<file path="config.mk">
export PLATFORM = sky130hd
export DESIGN_NAME = control_unit
export DESIGN_NICKNAME = d
export VERILOG_FILES = /design/src/rtl/cu_pkg.sv /design/src/rtl/control_unit_microcode_rom.sv /design/src/rtl/control_unit.sv
export SDC_FILE = /design/constraint.sdc
export NUM_CORES = 1
export LEC_CHECK = 0
export CORE_UTILIZATION = 42
export CTS_CLUSTER_SIZE = 24
export DETAILED_ROUTE_END_ITERATION = 8
export PLACE_DENSITY = 0.89
export SYNTH_ARGS = -nofsm -noshare
export SYNTH_HDL_FRONTEND = slang
export SYNTH_SLANG_ARGS = --single-unit
</file>
<file path="constraint.sdc">
create_clock -name clk -period 1.78 [get_ports clk]
set_input_delay 0.267 -clock clk [delete_from_list [all_inputs] [get_ports clk]]
set_output_delay 0.267 -clock clk [all_outputs]
set_load 0.02 [all_outputs]
</file>
<file path="src/rtl/cu_pkg.sv">
// Shared definitions for the 8-bit computer control unit: opcodes,
// microstep numbers and the layout of the 16-bit control word.
package cu_pkg;

    localparam int CW_W = 16;

    // Control-word bit positions
    localparam int CW_HLT = 15;
    localparam int CW_MI  = 14;
    localparam int CW_RI  = 13;
    localparam int CW_RO  = 12;
    localparam int CW_IO  = 11;
    localparam int CW_II  = 10;
    localparam int CW_AI  = 9;
    localparam int CW_AO  = 8;
    localparam int CW_EO  = 7;
    localparam int CW_SU  = 6;
    localparam int CW_BI  = 5;
    localparam int CW_OI  = 4;
    localparam int CW_CE  = 3;
    localparam int CW_CO  = 2;
    localparam int CW_J   = 1;
    localparam int CW_FI  = 0;

    localparam logic [3:0] OP_NOP = 4'h0;
    localparam logic [3:0] OP_LDA = 4'h1;
    localparam logic [3:0] OP_ADD = 4'h2;
    localparam logic [3:0] OP_SUB = 4'h3;
    localparam logic [3:0] OP_STA = 4'h4;
    localparam logic [3:0] OP_LDI = 4'h5;
    localparam logic [3:0] OP_JMP = 4'h6;
    localparam logic [3:0] OP_JC  = 4'h7;
    localparam logic [3:0] OP_JZ  = 4'h8;
    localparam logic [3:0] OP_OUT = 4'hE;
    localparam logic [3:0] OP_HLT = 4'hF;

    localparam logic [2:0] T0 = 3'd0;
    localparam logic [2:0] T1 = 3'd1;
    localparam logic [2:0] T2 = 3'd2;
    localparam logic [2:0] T3 = 3'd3;
    localparam logic [2:0] T4 = 3'd4;

    typedef enum logic [1:0] {
        CS_FETCH  = 2'd0,
        CS_EXEC   = 2'd1,
        CS_HALTED = 2'd2
    } cu_state_e;

endpackage

</file>
<file path="src/rtl/control_unit_microcode_rom.sv">
// Combinational microcode: (opcode, step, flags) -> control word and a flag
// marking the final step of the current instruction.
// Build option CU_EARLY_END_EN: when defined, last_step marks the last active
// step of each opcode; otherwise only T4 ends an instruction.
module microcode_rom
    import cu_pkg::*;
(
    input  logic [3:0]      opcode,
    input  logic [2:0]      step,
    input  logic            fz,
    input  logic            fc,
    output logic [CW_W-1:0] ctrl_word,
    output logic            last_step
);

    // Control word decode; fetch steps are opcode independent
    always_comb begin
        ctrl_word = '0;
        case (step)
            T0: begin
                ctrl_word[CW_CO] = 1'b1;
                ctrl_word[CW_MI] = 1'b1;
            end
            T1: begin
                ctrl_word[CW_RO] = 1'b1;
                ctrl_word[CW_II] = 1'b1;
                ctrl_word[CW_CE] = 1'b1;
            end
            default: begin
                case (opcode)
                    OP_LDA, OP_STA, OP_ADD, OP_SUB: begin
                        if (step == T2) begin
                            ctrl_word[CW_IO] = 1'b1;
                            ctrl_word[CW_MI] = 1'b1;
                        end else if (step == T3) begin
                            if (opcode == OP_STA) begin
                                ctrl_word[CW_AO] = 1'b1;
                                ctrl_word[CW_RI] = 1'b1;
                            end else begin
                                ctrl_word[CW_RO] = 1'b1;
                                ctrl_word[CW_AI] = (opcode == OP_LDA);
                                ctrl_word[CW_BI] = (opcode != OP_LDA);
                            end
                        end else if (step == T4 && (opcode == OP_ADD || opcode == OP_SUB)) begin
                            ctrl_word[CW_EO] = 1'b1;
                            ctrl_word[CW_AI] = 1'b1;
                            ctrl_word[CW_FI] = 1'b1;
                            ctrl_word[CW_SU] = (opcode == OP_SUB);
                        end
                    end
                    OP_LDI: begin
                        ctrl_word[CW_IO] = (step == T2);
                        ctrl_word[CW_AI] = (step == T2);
                    end
                    OP_JMP, OP_JC, OP_JZ: begin
                        if (step == T2 && (opcode == OP_JMP ||
                                           (opcode == OP_JC && fc) ||
                                           (opcode == OP_JZ && fz))) begin
                            ctrl_word[CW_IO] = 1'b1;
                            ctrl_word[CW_J]  = 1'b1;
                        end
                    end
                    OP_OUT: begin
                        ctrl_word[CW_AO] = (step == T2);
                        ctrl_word[CW_OI] = (step == T2);
                    end
                    OP_HLT: begin
                        ctrl_word[CW_HLT] = (step == T2);
                    end
                    default: ;
                endcase
            end
        endcase
    end

`ifdef CU_EARLY_END_EN
    logic [2:0] end_step;

    // Last active step per opcode; conditional jumps end at T2 either way
    always_comb begin
        end_step = T1;
        case (opcode)
            OP_LDI, OP_JMP, OP_JC, OP_JZ, OP_OUT, OP_HLT: end_step = T2;
            OP_LDA, OP_STA:                               end_step = T3;
            OP_ADD, OP_SUB:                               end_step = T4;
            default:                                      end_step = T1;
        endcase
        last_step = (step == end_step);
    end
`else
    // Every instruction occupies the full T0..T4 window
    always_comb begin
        last_step = (step == T4);
    end
`endif

endmodule

</file>
<file path="src/rtl/control_unit.sv">
// Microcoded sequencer: step counter, halt latch and reset gating around the
// microcode ROM. Build option CU_EARLY_END_EN shortens instructions to their
// last active step (handled inside microcode_rom).
//
// state     | meaning
// ----------+------------------------------------------------
// CS_FETCH  | T0..T1, fetching the instruction
// CS_EXEC   | T2..T4, executing the opcode
// CS_HALTED | HLT executed; STEP frozen at 2, only rst leaves
module control_unit
    import cu_pkg::*;
(
    input  logic       clk,
    input  logic       rst,
    input  logic [3:0] OPCODE,
    input  logic       FZ,
    input  logic       FC,
    output logic       HLT,
    output logic       MI,
    output logic       RI,
    output logic       RO,
    output logic       II,
    output logic       IO,
    output logic       AI,
    output logic       AO,
    output logic       BI,
    output logic       EO,
    output logic       SU,
    output logic       FI,
    output logic       OI,
    output logic       CE,
    output logic       CO,
    output logic       J,
    output logic [2:0] STEP
);

    cu_state_e       state_q, state_d;
    logic [2:0]      step_q, step_d;
    logic [CW_W-1:0] rom_word;
    logic            rom_last;
    logic [CW_W-1:0] ctrl;

    microcode_rom u_rom (
        .opcode    (OPCODE),
        .step      (step_q),
        .fz        (FZ),
        .fc        (FC),
        .ctrl_word (rom_word),
        .last_step (rom_last)
    );

    // Next step / state: halt at HLT's T2, wrap after the last step
    always_comb begin
        state_d = state_q;
        step_d  = step_q;
        case (state_q)
            CS_HALTED: ;
            default: begin
                if (rom_word[CW_HLT]) begin
                    state_d = CS_HALTED;
                end else if (rom_last) begin
                    step_d  = T0;
                    state_d = CS_FETCH;
                end else begin
                    step_d  = 3'(step_q + 3'd1);
                    state_d = (step_d >= T2) ? CS_EXEC : CS_FETCH;
                end
            end
        endcase
    end

    // State register with synchronous reset
    always_ff @(posedge clk) begin
        if (rst) begin
            state_q <= CS_FETCH;
            step_q  <= T0;
        end else begin
            state_q <= state_d;
            step_q  <= step_d;
        end
    end

    // Output gating: quiet during reset, only HLT while halted
    always_comb begin
        ctrl = '0;
        STEP = T0;
        if (!rst) begin
            STEP = step_q;
            if (state_q == CS_HALTED) begin
                ctrl[CW_HLT] = 1'b1;
            end else begin
                ctrl = rom_word;
            end
        end
    end

    assign HLT = ctrl[CW_HLT];
    assign MI  = ctrl[CW_MI];
    assign RI  = ctrl[CW_RI];
    assign RO  = ctrl[CW_RO];
    assign II  = ctrl[CW_II];
    assign IO  = ctrl[CW_IO];
    assign AI  = ctrl[CW_AI];
    assign AO  = ctrl[CW_AO];
    assign BI  = ctrl[CW_BI];
    assign EO  = ctrl[CW_EO];
    assign SU  = ctrl[CW_SU];
    assign FI  = ctrl[CW_FI];
    assign OI  = ctrl[CW_OI];
    assign CE  = ctrl[CW_CE];
    assign CO  = ctrl[CW_CO];
    assign J   = ctrl[CW_J];

endmodule

</file>
==> results.ini, run 1 <==
[clock_network]
numCtsBuffers=3
max-clock-path-buffers=2
numClockSinks=5
ctsHtreeMaxLevel=1
cts-root-buf=clkbuf_4

[floorplanning]
die_w_um=41.5
chipHeight_um=41.5
initial_utilization_pct=47.5
rows=13
io_pins=27

[synthesis]
synth_cell_types=38
synth.cell_area_um2=657
yosysSeqAreaShare_pct=15.2
synth_area_per_cell_um2=7.55
syn_inst=87
ys_warn_count=0
synth_nets=100
yosys_register_bits=5

[timing]
worst_path_end_type=output port
postGrtWorstEndpoint=AI

[grt]
grt_start_max_net_pins=11

[placed_design]
post-dp-hpwl_mm=1.88
routabilityCongestion=0.892
io_buffers=26

[outcome]
error=[ERROR DPL-0038] Utilization greater than 100%, impossible to legalize
status=did not finish
lastStage=5_1_grt

[synth_stat cells]
cell	number	area, um^2
nand3_1	6	30.0
a41oi_4	1	27.5
o31a_1	1	8.76
nor2_1	18	67.6
o21a_1	1	7.51
nand3b_1	1	7.51
a31oi_1	1	6.26
o41ai_1	1	8.76
and2_1	2	12.5
nor3_1	3	15.0
buf_6	1	11.3
dfxtp_1	5	100
a2111oi_1	1	10.0
ha_1	5	62.6
nor2_2	1	6.26
o21bai_1	1	7.51
buf_2	1	5.00
nand2b_1	4	25.0
nor2b_1	2	12.5
buf_4	3	22.5
inv_1	5	18.8
o211ai_2	1	12.5
a211oi_1	2	15.0
nor4b_1	1	8.76
and2b_1	1	7.51
clkbuf_1	1	3.75
and3_1	2	12.5
a21o_1	1	7.51
mux2i_1	2	20.0
nand4b_1	1	8.76
nor4b_2	1	15.0
nor3b_1	1	7.51
and2_2	1	7.51
a211o_1	1	8.76
nand2_1	2	7.51
a21oi_1	3	15.0
and4bb_4	1	16.3
and2b_4	1	10.0
[timing repair]
item	in CTS
endpoints found under the setup margin	20
hold endpoints to repair	0
resized for setup	119
hold buffers	0
pin swaps	16
buffers inserted	8
[kinds of logic after synthesis]
| kind of cell | Yosys count | share of synthesized area [%] |
|---|---|---|
| adder cells (fa/ha/maj) | 5 | 9.52 |
| AND/OR/NAND/NOR | 49 | 42.3 |
| flip-flops | 5 | 15.2 |
| multiplexers | 2 | 3.05 |
| AO/OA/AOI/OAI | 15 | 20.6 |
| buffers and inverters | 11 | 9.33 |
[stage by stage]
stage | utilization (%) | setup TNS (ps) | cells | worst slack [ps] | cell area, um^2
after floorplan | - | -263 | 87 | -73.8 | 673
after global placement | 83.2 | -9130 | 154 | -690 | 1150
after detailed placement | 83.2 | -10550 | 154 | -776 | 1150
after CTS | 96.8 | -2030 | 166 | -265 | 1340
==> run 2: changes to the inputs <==
CORE_AREA = 2 2 63 65   (was default)
CORE_UTILIZATION = default   (was 42)
CTS_CLUSTER_SIZE = default   (was 24)
DIE_AREA = 0 0 65 67   (was default)
PLACE_DENSITY = default   (was 0.89)
PLACE_DENSITY_LB_ADDON = 0.15   (was default)
==> run 2 against run 1 <==
The flow now finishes, with violations (setup timing). Synthesized cell count did not move. Area after synthesis stayed put.
==> results.ini, run 2 <==
[outcome]
status=finished, violations left
violations=setup timing

[clock_network]
holdBufCountCts=0
clkTransAtPathRegs_ps=30
numCtsBuffers=3
max-clock-path-buffers=2
worst_skew_pair.late_latency_ps=220
ctsHtreeMaxLevel=1
cts_tree=yes
numClockSinks=5
cts-root-buf=clkbuf_8

[synthesis]
async_reset_ff_share_pct=0
synth.area.top_cells=dfxtp_1 (15%), nor2_1 (10%), ha_1 (9.5%)
synth_simple_gate_area_share_pct=42.3
synth_most_common_cell=nor2_1
synthAdderAreaFrac_pct=9.52
yosys_register_bits=5
yosysSeqAreaShare_pct=15.2
ys_warn_count=0
synthFlopType=dfxtp_1
syn_inst=87
synth_top_family_by_area=simple AND/OR/NAND/NOR gates
synth_nets=100
synth_cell_types=38
synth_compound_area_share_pct=20.6
synthMuxAreaShare_pct=3.05
synth_commonest_cells=nor2_1 (18), nand3_1 (6), dfxtp_1 (5), ha_1 (5), inv_1 (5)
synth_top_area_share_pct=15.2
yosys.area.top_type=dfxtp_1
synth_area_per_cell_um2=7.55
synth.cell_area_um2=657
synth_edf_count=0
synth_xor_xnor_area_share_pct=0

[finish]
fill_cells=380
reg_top3=step_q (3), state_q (2)
final-seq-area_um2=108
final_common_cell=buf_4
largest_reg_flops=3
final_util_pct=42.2
multi_input_area_um2=679
n_antenna_cell=0
drive_gt1_share_pct=61.1
largest-register=step_q
layout_common_cells=buf_4 (41), buf_6 (15), nor2_1 (13)
nets=171
syn_to_final_growth_pct=131

[timing]
rsz0062_at_grt=true
finalSetupTns_ps=-1300
slew_violations=0
finalCritPeriodShare_pct=112
hold_viol_final=0
finClkSkew_ps=0.715
setup_violations=13
maxSlewHeadroom_pct=74.3
period_minus_slack_ps=1990
worst_slew_pin_slew_ps=384
worst_slack_ps=-213
max_freq_ghz=0.502

[floorplanning]
core_um2=3610
die_area_um2=4360
chipHeight_um=67
io_pins=27
rows=22
die_w_um=65
initial_utilization_pct=18.2

[routing]
drt-wirelength-per-cell_um=11.7
first_iter_violations=11
avgViaCountPerCell=4.28
ant_nets=0
drtPass1Iterations=2
drc=0
routed_wl_mm=2.40
vias=878

[critical_path]
startpoint_type=flip-flop
crit_chain=ha_2, ha_4, nand4b_1, a211o_1, a21oi_2, buf_4
crit_arrival_ps=1730
required_ps=1510
crit_slowest_cell=dfxtp_4
critPathMaxStageDelay_ps=350
crit_path_max_fanout=4
critical_path.endpoint_type=output port
crit_type=reg -> out

[grt]
gr-total-overflow=0
grtUsageTotal_pct=12.6
grt_pass1_wl_mm=4.29
grt_antenna_before_repair=0
grt_pass1_vias=932
grt_start_max_net_pins=10

[placed_design]
io_buffers=26
routabilityCongestion=0.813
post-dp-hpwl_mm=1.84

[pwr]
power_per_cell_area_nw_per_um2=517
cellLeakagePower_nw=0.650
p_total_w=0.000786
ir_drop_mv=0.459

[flow_run]
maxCapViolations=0

[worst_hold_path]
hp-class=reg -> reg

==> run 2: cell counts after synthesis <==
No cell type changed its count.
==> run 2: worst paths after layout <==
| check | startpoint | depth (start not counted) | slack, ps | endpoint |
|---|---|---|---|---|
| setup / recovery | step_q[0] | 6 | -210 | AI |
| hold / removal | step_q[1] | 2 | 510 | step_q[1] |
| setup reg to reg | step_q[0] | 9 | 80 | state_q[0] |
| hold reg to reg | step_q[1] | 2 | 510 | step_q[1] |
==> run 2: final cells by class <==
| class | count | area share, % |
|---|---|---|
| flip-flops and latches | 5 | 7.08 |
| repair buffers | 72 | 39.8 |
| well taps | 48 | 3.95 |
| inverters | 5 | 1.56 |
| multi-input cells | 71 | 44.7 |
| clock buffers | 4 | 2.96 |
==> run 2: cell families (layout without fill, tap and decap cells) <==
logic type	Yosys count	in the layout
multiplexers	2	2
buffers and inverters	11	81
adder cells (fa/ha/maj)	5	5
AND/OR/NAND/NOR	49	49
flip-flops	5	5
AO/OA/AOI/OAI	15	15
==> run 2: metrics by stage <==
| stage | hold slack (ps) | setup WS, ps | cell area [um^2] | instances |
|---|---|---|---|---|
| after global placement | 497 | -683 | 1240 | 193 |
| after CTS | 514 | -225 | 1500 | 204 |
| after detailed placement | 504 | -704 | 1240 | 193 |
| final | 513 | -213 | 1520 | 205 |
| after floorplan | 452 | -73.8 | 673 | 87 |
| after global routing | 562 | -296 | 1520 | 205 |
==> run 2: power breakdown <==
part | leakage, nW | switching (W) | internal, W
Combinational | 0.585 | 0.000198 | 0.000240
Clock | 0.0228 | 0.0000525 | 0.000153
Sequential | 0.0424 | 0.0000138 | 0.000128
Total | 0.650 | 0.000264 | 0.000521
==> run 2: per-layer routing <==
metal | track usage, % | part of all wire (%)
met1 | 14.1 | 41
met2 | 24.7 | 56
met3 | 0.676 | 2.5
met4 | 5.05 | 0.33
met5 | 0 | 0
==> run 2: worst max-delay path: cells and delay by family, from the launching register on <==
family	cells	cell delay [ps]
compound gates	2	440
fa+ha+maj	2	360
buf+inv	1	150
flops	1	350
simple gates	1	210
==> run 2: timing repair <==
item                       in CTS  in global routing
setup endpoints to repair      20                 18
pin swaps                      12                  5
setup buffers                   7                  1
resized for setup             128                  8
Power figures use the tool's default switching activity.
==> run 3: changes to the inputs <==
--- a/config.mk
+++ b/config.mk
@@ -9,4 +9,5 @@
 export DETAILED_ROUTE_END_ITERATION = 8
 export DIE_AREA = 0 0 65 67
+export MAX_ROUTING_LAYER = met4
 export PLACE_DENSITY_LB_ADDON = 0.15
 export SYNTH_ARGS = -nofsm -noshare
==> constraint.sdc (replaced) <==
create_clock -name clk -period 1.78 [get_ports clk]
set_input_delay 0.178 -clock clk [delete_from_list [all_inputs] [get_ports clk]]
set_output_delay 0.178 -clock clk [all_outputs]
set_load 0.02 [all_outputs]
==> run 3 against run 2 <==
Total power rose by 0.35%. The flow still finishes with violations (setup timing). Worst hold slack improved by 39 ps. Worst setup slack improved by 100 ps. First-iteration DRC count rose by 55%. Flip-flop and latch count did not move. Combinational power barely moved. Design area rose by 1.4%. Clock power fell by 2%. Final cell count fell by 0.98%. Sequential power rose by 3%.
==> results.ini, run 3 (same netlist as run 2, synthesis figures left out) <==
[outcome]
status=finished, violations left
violations=setup timing

[clock_network]
cts-root-buf=clkbuf_8
numCtsBuffers=3
numClockSinks=5
clkTransAtPathRegs_ps=30
ctsHtreeMaxLevel=1
worst_skew_pair.late_latency_ps=210
cts_tree=yes
max-clock-path-buffers=2

[floorplanning]
die_area_um2=4360
die_w_um=65
io_pins=27
chipHeight_um=67
initial_utilization_pct=18.2
rows=22
core_um2=3610

[grt]
gr-total-overflow=0
grtUsageTotal_pct=11.8
grt_antenna_before_repair=0
grt_pass1_wl_mm=3.93
grt_pass1_vias=903
grt_start_max_net_pins=10

[critical_path]
startpoint_type=flip-flop
r2r_cells=9
crit_arrival_ps=1710
crit_slowest_cell=dfxtp_4
critPathMaxStageDelay_ps=370
crit_path_max_fanout=4
reg2reg_from=step_q[0]
crit_type=reg -> out
crit_chain=inv_4, ha_4, and2_4, nand4b_1, a211o_1, a21oi_2, buf_4
critical_path.endpoint_type=output port
reg2reg_slack_ps=60
cp-startpoint=step_q[1]
required_ps=1600
r2r-end=step_q[0]

[finish]
fill_cells=370
drive_gt1_share_pct=60.0
largest_reg_flops=3
n_antenna_cell=0
nets=169
reg_top3=step_q (3), state_q (2)
final_common_cell=buf_4
layout_common_cells=buf_4 (43), nor2_1 (14), buf_6 (11)
syn_to_final_growth_pct=135
final_util_pct=42.7
largest-register=step_q

[pwr]
power_per_cell_area_nw_per_um2=511
ir_drop_mv=0.444
cellLeakagePower_nw=0.698
p_total_w=0.000788

[routing]
avgViaCountPerCell=4.26
drtPass1Iterations=4
drt-wirelength-per-cell_um=11.7
drc=0
ant_nets=0
vias=864
first_iter_violations=17
routed_wl_mm=2.38

[timing]
finClkSkew_ps=1.91
slew_violations=0
hold_viol_final=0
rsz0062_at_grt=true
maxSlewHeadroom_pct=76.2
max_freq_ghz=0.529
worst_slew_pin_slew_ps=356
finalCritPeriodShare_pct=106
worst_slack_ps=-111
setup_violations=5
period_minus_slack_ps=1890

[placed_design]
pre_cts_ws_ps=-580
io_buffers=26
post-dp-hpwl_mm=1.87
routabilityCongestion=0.795

[worst_hold_path]
hold_start=step_q[1]
hp-class=reg -> reg
hold_path_end=step_q[1]
min_path_cells=2

[flow_run]
maxCapViolations=0

run 3: changes by cell type in the layout (fill, tap and decap cells not counted), sizes merged:
cell	delta
dlymetal6s2s	+5
dlygate4sd2	-2
buf	-4
clkdlybuf4s15	-1
run 3: worst max path at each step:
stage	endpoint	slack, ps	cells after the start
global route	AO	-190	7
global placement	AI	-570	6
CTS	AI	-90	6
floorplan	AI	20	6
detailed placement	AI	-580	6
finish	AI	-110	7
run 3: area by class of cell:
type / instances / area [um^2] / share of cell area, %
clock buffer: 4 / 45.0 / 2.92
tap: 48 / 60.1 / 3.90
timing repair buffer: 70 / 628 / 40.7
multi-input combinational: 71 / 677 / 43.9
inverter: 5 / 23.8 / 1.54
sequential: 5 / 108 / 6.98
run 3: metal layers:
layer  GRT usage, %  vias to the layer above  wire (um)  part of all wire [%]
met5              -                        -          0                     0
met4           3.19                        0          0                     0
met3           1.18                        0        108                   4.5
met2           22.6                       17       1320                    55
met1           12.9                      404        952                    40
li1               -                      443          -                     -
run 3: power by group:
part	total (W)	switching (W)	internal (W)
clock network	0.000202	0.0000485	0.000153
registers	0.000145	0.0000176	0.000128
logic	0.000441	0.000195	0.000247
run 3: per-stage QoR:
stage | TNS, ps | hold WS (ps) | cells | instance area (um^2)
3_3_place_gp | -6880 | 499 | 191 | 1220
2_1_floorplan | 0 | 363 | 87 | 668
5_1_grt | -979 | 587 | 203 | 1540
4_1_cts | -286 | 539 | 199 | 1370
3_5_place_dp | -6960 | 518 | 191 | 1220
6_report | -311 | 552 | 203 | 1540
run 3: worst max-delay path: cells and delay by family, from the launching register on:
kind                       cells  cell delay, ps
AOI/OAI and AO/OA              2             450
adders and majority gates      1             170
and+or+nand+nor                2             270
buffers and inverters          2             240
DFF                            1             370
run 3: what timing repair did:
item / in CTS / in global routing
hold buffers: 0 / 0
endpoints found under the setup margin: 18 / 14
pin swaps: 11 / 15
setup buffers: 4 / 4
resized for setup: 100 / 29
==> run 4: changes to the inputs <==
CTS_CLUSTER_SIZE = 40   (was default)
SKIP_LAST_GASP = 1   (was default)
clock period = 1.7 ns   (was 1.78 ns; I/O delays follow)
==> run 4 against run 3 <==
The flow still finishes with violations (setup timing). Global-route usage rose by 1.4 points. Core utilization rose by 1.6 points. Design area rose by 3.7%. Largest power group unchanged. Critical path type unchanged. Total power rose by 7.4%.
==> results.ini, run 4 (same netlist as run 2, synthesis figures left out) <==
[floorplanning]
die_area_um2=4360
chipHeight_um=67
core_um2=3610
die_w_um=65
rows=22
io_pins=27
initial_utilization_pct=18.2

[finish]
final_util_pct=44.3
final_common_cell=buf_4
nets=174
drive_gt1_share_pct=63.1
fill_cells=380
fin_cells=208
syn_to_final_growth_pct=143
largest_reg_flops=3
final-seq-area_um2=108
n_antenna_cell=0
multi_input_area_um2=702
layout_common_cells=buf_4 (43), buf_6 (18), nor2_1 (13)
reg_top3=step_q (3), state_q (2)
design_area_um2=1600
largest-register=step_q

[routing]
drtPass1Iterations=4
drt-wirelength-per-cell_um=11.4
vias=875
drc=0
avgViaCountPerCell=4.21
first_iter_violations=35
routed_wl_mm=2.38
ant_nets=0

[outcome]
violations=setup timing
status=finished, violations left

[pwr]
p_comb_share_pct=57.4
cellLeakagePower_nw=0.677
p_sw_share_pct=33.6
pwr-share-clk_pct=25.2
switchingPower_w=0.000285
ir_drop_mv=0.568
pwr-share-seq_pct=17.5
p_int_w=0.000562
power_per_cell_area_nw_per_um2=530

[timing]
worst_slack_ps=-205
finalSetupTns_ps=-1050
maxSlewHeadroom_pct=72.3
hold_viol_final=0
slew_violations=0
period_minus_slack_ps=1910
rsz0062_at_grt=true
max_freq_ghz=0.525
finalCritPeriodShare_pct=112
finClkSkew_ps=0.479
worst_slew_pin_slew_ps=414
setup_violations=13

[critical_path]
startpoint_type=flip-flop
cp-startpoint=step_q[0]
reg2reg_from=step_q[1]
crit_top_cell=buf_6
critical_path.endpoint_type=output port
crit_slowest_cell=dfxtp_4
required_ps=1530
crit_arrival_ps=1740
cp_top_family=compound AO/OA/AOI/OAI gates
reg2reg_slack_ps=-30
critical_path_depth=8
crit_path_max_fanout=4
crit_chain=inv_4, buf_6, ha_4, and2b_4, buf_6, a211o_1, a21oi_2, buf_6
r2r_cells=9
critPathMaxStageDelay_ps=370
r2r-end=step_q[2]
crit_type=reg -> out
critical_path_buf_inv_count=4

[placed_design]
io_buffers=26
dp_cells=193
place_area_um2=1240
routabilityCongestion=0.815
post-dp-hpwl_mm=1.80

[clock_network]
worst_skew_pair.late_latency_ps=220
ctsHtreeMaxLevel=1
numClockSinks=5
cts-root-buf=clkbuf_8
max-clock-path-buffers=2
numCtsBuffers=3
cts_tree=yes
holdBufCountCts=0
clkTransAtPathRegs_ps=30

[worst_hold_path]
min_path_cells=2
hold_path_end=step_q[1]
hold_start=step_q[1]
hp-class=reg -> reg

[grt]
gr-total-overflow=0
grt_pass1_vias=947
grt_antenna_before_repair=0
grt_pass1_wl_mm=4.36
grt_start_max_net_pins=10
grtUsageTotal_pct=13.1

[flow_run]
maxCapViolations=0

==> run 4: cell count changes in the layout (fill, tap and decap cells not counted), sizes merged <==
cell          before  now
buf               57   62
clkbuf             4    5
dlygate4sd2        5    9
dlymetal6s2s       5    0
==> run 4: timing repair <==
action | CTS | global route
gates resized for setup | 131 | 10
pin swaps | 16 | 11
hold endpoints to repair | 0 | 0
buffers inserted | 9 | 3
setup endpoints to repair | 23 | 16
==> run 4: tightest hold or removal path, cell delays in order (launching register included) <==
cell and delay [ps]:
dfxtp_4 350, nand2b_1 90, a21oi_2 60
==> run 4: stage by stage <==
step                total power [W]  worst slack (ps)  hold WS, ps
floorplan                  0.000315             -56.8          355
global placement           0.000498              -624          497
detailed placement         0.000498              -631          511
CTS                        0.000831              -194          522
global route               0.000918              -285          563
finish                     0.000847              -205          542
==> run 4: cell type report <==
class                   count  area share, %
multi-input cells          71           43.9
repair buffers             75           41.3
flip-flops and latches      5           6.73
well taps                  48           3.76
clock buffers               4           2.82
inverters                   5           1.49
==> run 4: per-layer routing <==
metal	global-route usage [%]	share of wire, %	vias up
met2	23.8	55	15
met4	3.99	0.34	0
met1	15.3	42	407
met5	-	0	-
met3	1.35	2.9	2
li1	-	-	451
==> run 4: power groups by stage <==
stage	sequential, W	clock (W)	combinational [W]
floorplan	0.000143	0	0.000172
global placement	0.000144	0	0.000354
detailed placement	0.000144	0	0.000354
CTS	0.000148	0.000219	0.000464
global route	0.000151	0.000235	0.000531
finish	0.000148	0.000213	0.000486
==> run 4: worst max-delay path by stage <==
stage / end
CTS: AO
global route: AI
finish: AI
global placement: BI
detailed placement: RI
floorplan: AI
==> patch, RTL diff (flow settings as in run 3) <==
The 3 states of `cu_state_e` get a one-hot encoding in 3 bits.
--- a/src/rtl/cu_pkg.sv
+++ b/src/rtl/cu_pkg.sv
@@ -42,6 +42,6 @@
 
-    typedef enum logic [1:0] {
-        CS_FETCH  = 2'd0,
-        CS_EXEC   = 2'd1,
-        CS_HALTED = 2'd2
+    typedef enum logic [2:0] {
+        CS_FETCH  = 3'b001,
+        CS_EXEC   = 3'b010,
+        CS_HALTED = 3'b100
     } cu_state_e;
Formal check against the unedited RTL: no difference found for any inputs over 10 cycles, from zero or initial values and one cycle with rst high; not proved beyond that.
==> patch against run 3 <==
The run still ends with setup timing left. Power shrank 6.9%. Register-to-register slack gained 40 ps. Synthesized area shrank 2.5%. Global-route usage shrank 0.66 points. Sequential cell count grew 1. Worst setup slack lost 54 ps. Count of clock-buffer cells in the layout is the same. Wire length shrank 11%. Worst hold slack lost 24 ps. Sequential share of layout area grew 2.4 points. Cell area shrank 11%. Critical path type unchanged.
==> patch: results (changes against run 3) <==
[cells_and_area]
inv_count = 6  ; +1
num-nonclk-buffers = 57  ; -19%
largest_registers = state_q (3), step_q (3)
fin_nets = 160  ; -5.3%
multi_input_comb_cells = 73  ; +2.8%
seq_area_um2 = 128  ; +19%

[synthesis]
synth-seq-area-share_pct = 18.8  ; +3.5 points
syn_nets = 104  ; +4.0%
ys_top_cells_by_area = dfxtp_1 19%, ha_1 9.8%, nor2_1 7.6%, nand2_1 7.0%, nor2b_1 4.9%

[setup_path]
cp_top_family = simple AND/OR/NAND/NOR gates
r2r_cells = 7  ; -2
arrival_ps = 1770  ; +60 ps
rrSetupSlack_ps = 100  ; +40 ps
crit_slowest_cell = or4b_4
r2r_start = step_q[1]

[clocking]
cts_resized = 98  ; -2.0%

[pwr]
ir_drop_mv = 0.392  ; -12%
leakage_nw = 0.580  ; -17%

[global_routing]
grt_pass1_wl_um = 3770  ; -4.2%
grt_usage_pct = 11.1  ; -0.66 points
met2_usage_pct = 20.1  ; -2.4 points
grt_pass1_vias = 873  ; -3.3%

[timing]
tightest_slew_ps = 429  ; +73.3 ps
tns_ps = -875  ; -564 ps
setup_ws_ps = -165  ; -53.9 ps
holdWs_ps = 528  ; -23.8 ps
setup_violations = 11  ; +6

[status]
violations = setup timing
status = finished with violations

[place]
placed_area_um2 = 1150  ; -5.0%
routabilityCongestion = 0.851  ; +7.1%

[route]
via_per_inst = 4.20  ; -1.4%

==> patch: cell count changes in the layout (fill, tap and decap cells not counted), sizes merged, moves of 4 or more <==
cell / before / now
nor2: 19 / 14
nand3: 6 / 2
buf: 57 / 44
nand2: 2 / 12
==> patch: path summary, 6_finish.rpt <==
check                    end
hold reg to reg    step_q[0]
setup / recovery         HLT
hold / removal     step_q[0]
setup reg to reg  state_q[0]
==> patch: power by group <==
| group | leakage, nW | internal [mW] | switching, mW |
|---|---|---|---|
| registers | 0.0507 | 0.155 | 0.0179 |
| clock network | 0.0228 | 0.154 | 0.0545 |
| logic | 0.507 | 0.181 | 0.172 |
| total | 0.580 | 0.489 | 0.244 |
==> patch: cells by family (layout without fill, tap and decap cells) <==
logic type / Yosys count / count (layout) / synth area share (%)
AO/OA/AOI/OAI: 17 / 17 / 19.5
XOR/XNOR: 1 / 1 / 1.37
flip-flops: 6 / 6 / 18.8
buffers and inverters: 12 / 67 / 10.5
AND/OR/NAND/NOR: 50 / 50 / 40.0
adder cells (fa/ha/maj): 5 / 5 / 9.77
==> patch: layer usage <==
layer,vias to the layer above,share of wire [%]
met5,-,0
met4,0,0.70
met3,2,5.9
met2,27,49
met1,362,45
li1,423,-
==> patch: metrics by stage <==
step,std cells,power (mW),setup WS (ps),util [%]
3_5_place_dp,184,0.474,-493,32.0
2_1_floorplan,91,0.333,-78.8,-
4_1_cts,192,0.727,-174,36.1
6_report,194,0.734,-165,37.9
5_1_grt,194,0.783,-224,37.9
3_3_place_gp,184,0.478,-488,32.0
==> patch: worst reg2reg max path, cell delays in order, from the launching register on <==
cell and delay (ps):
dfxtp_4 370, inv_4 50, ha_4 170, or4b_4 530
o21ai_4 150, and2_4 160, buf_4 100, nor2_2 30
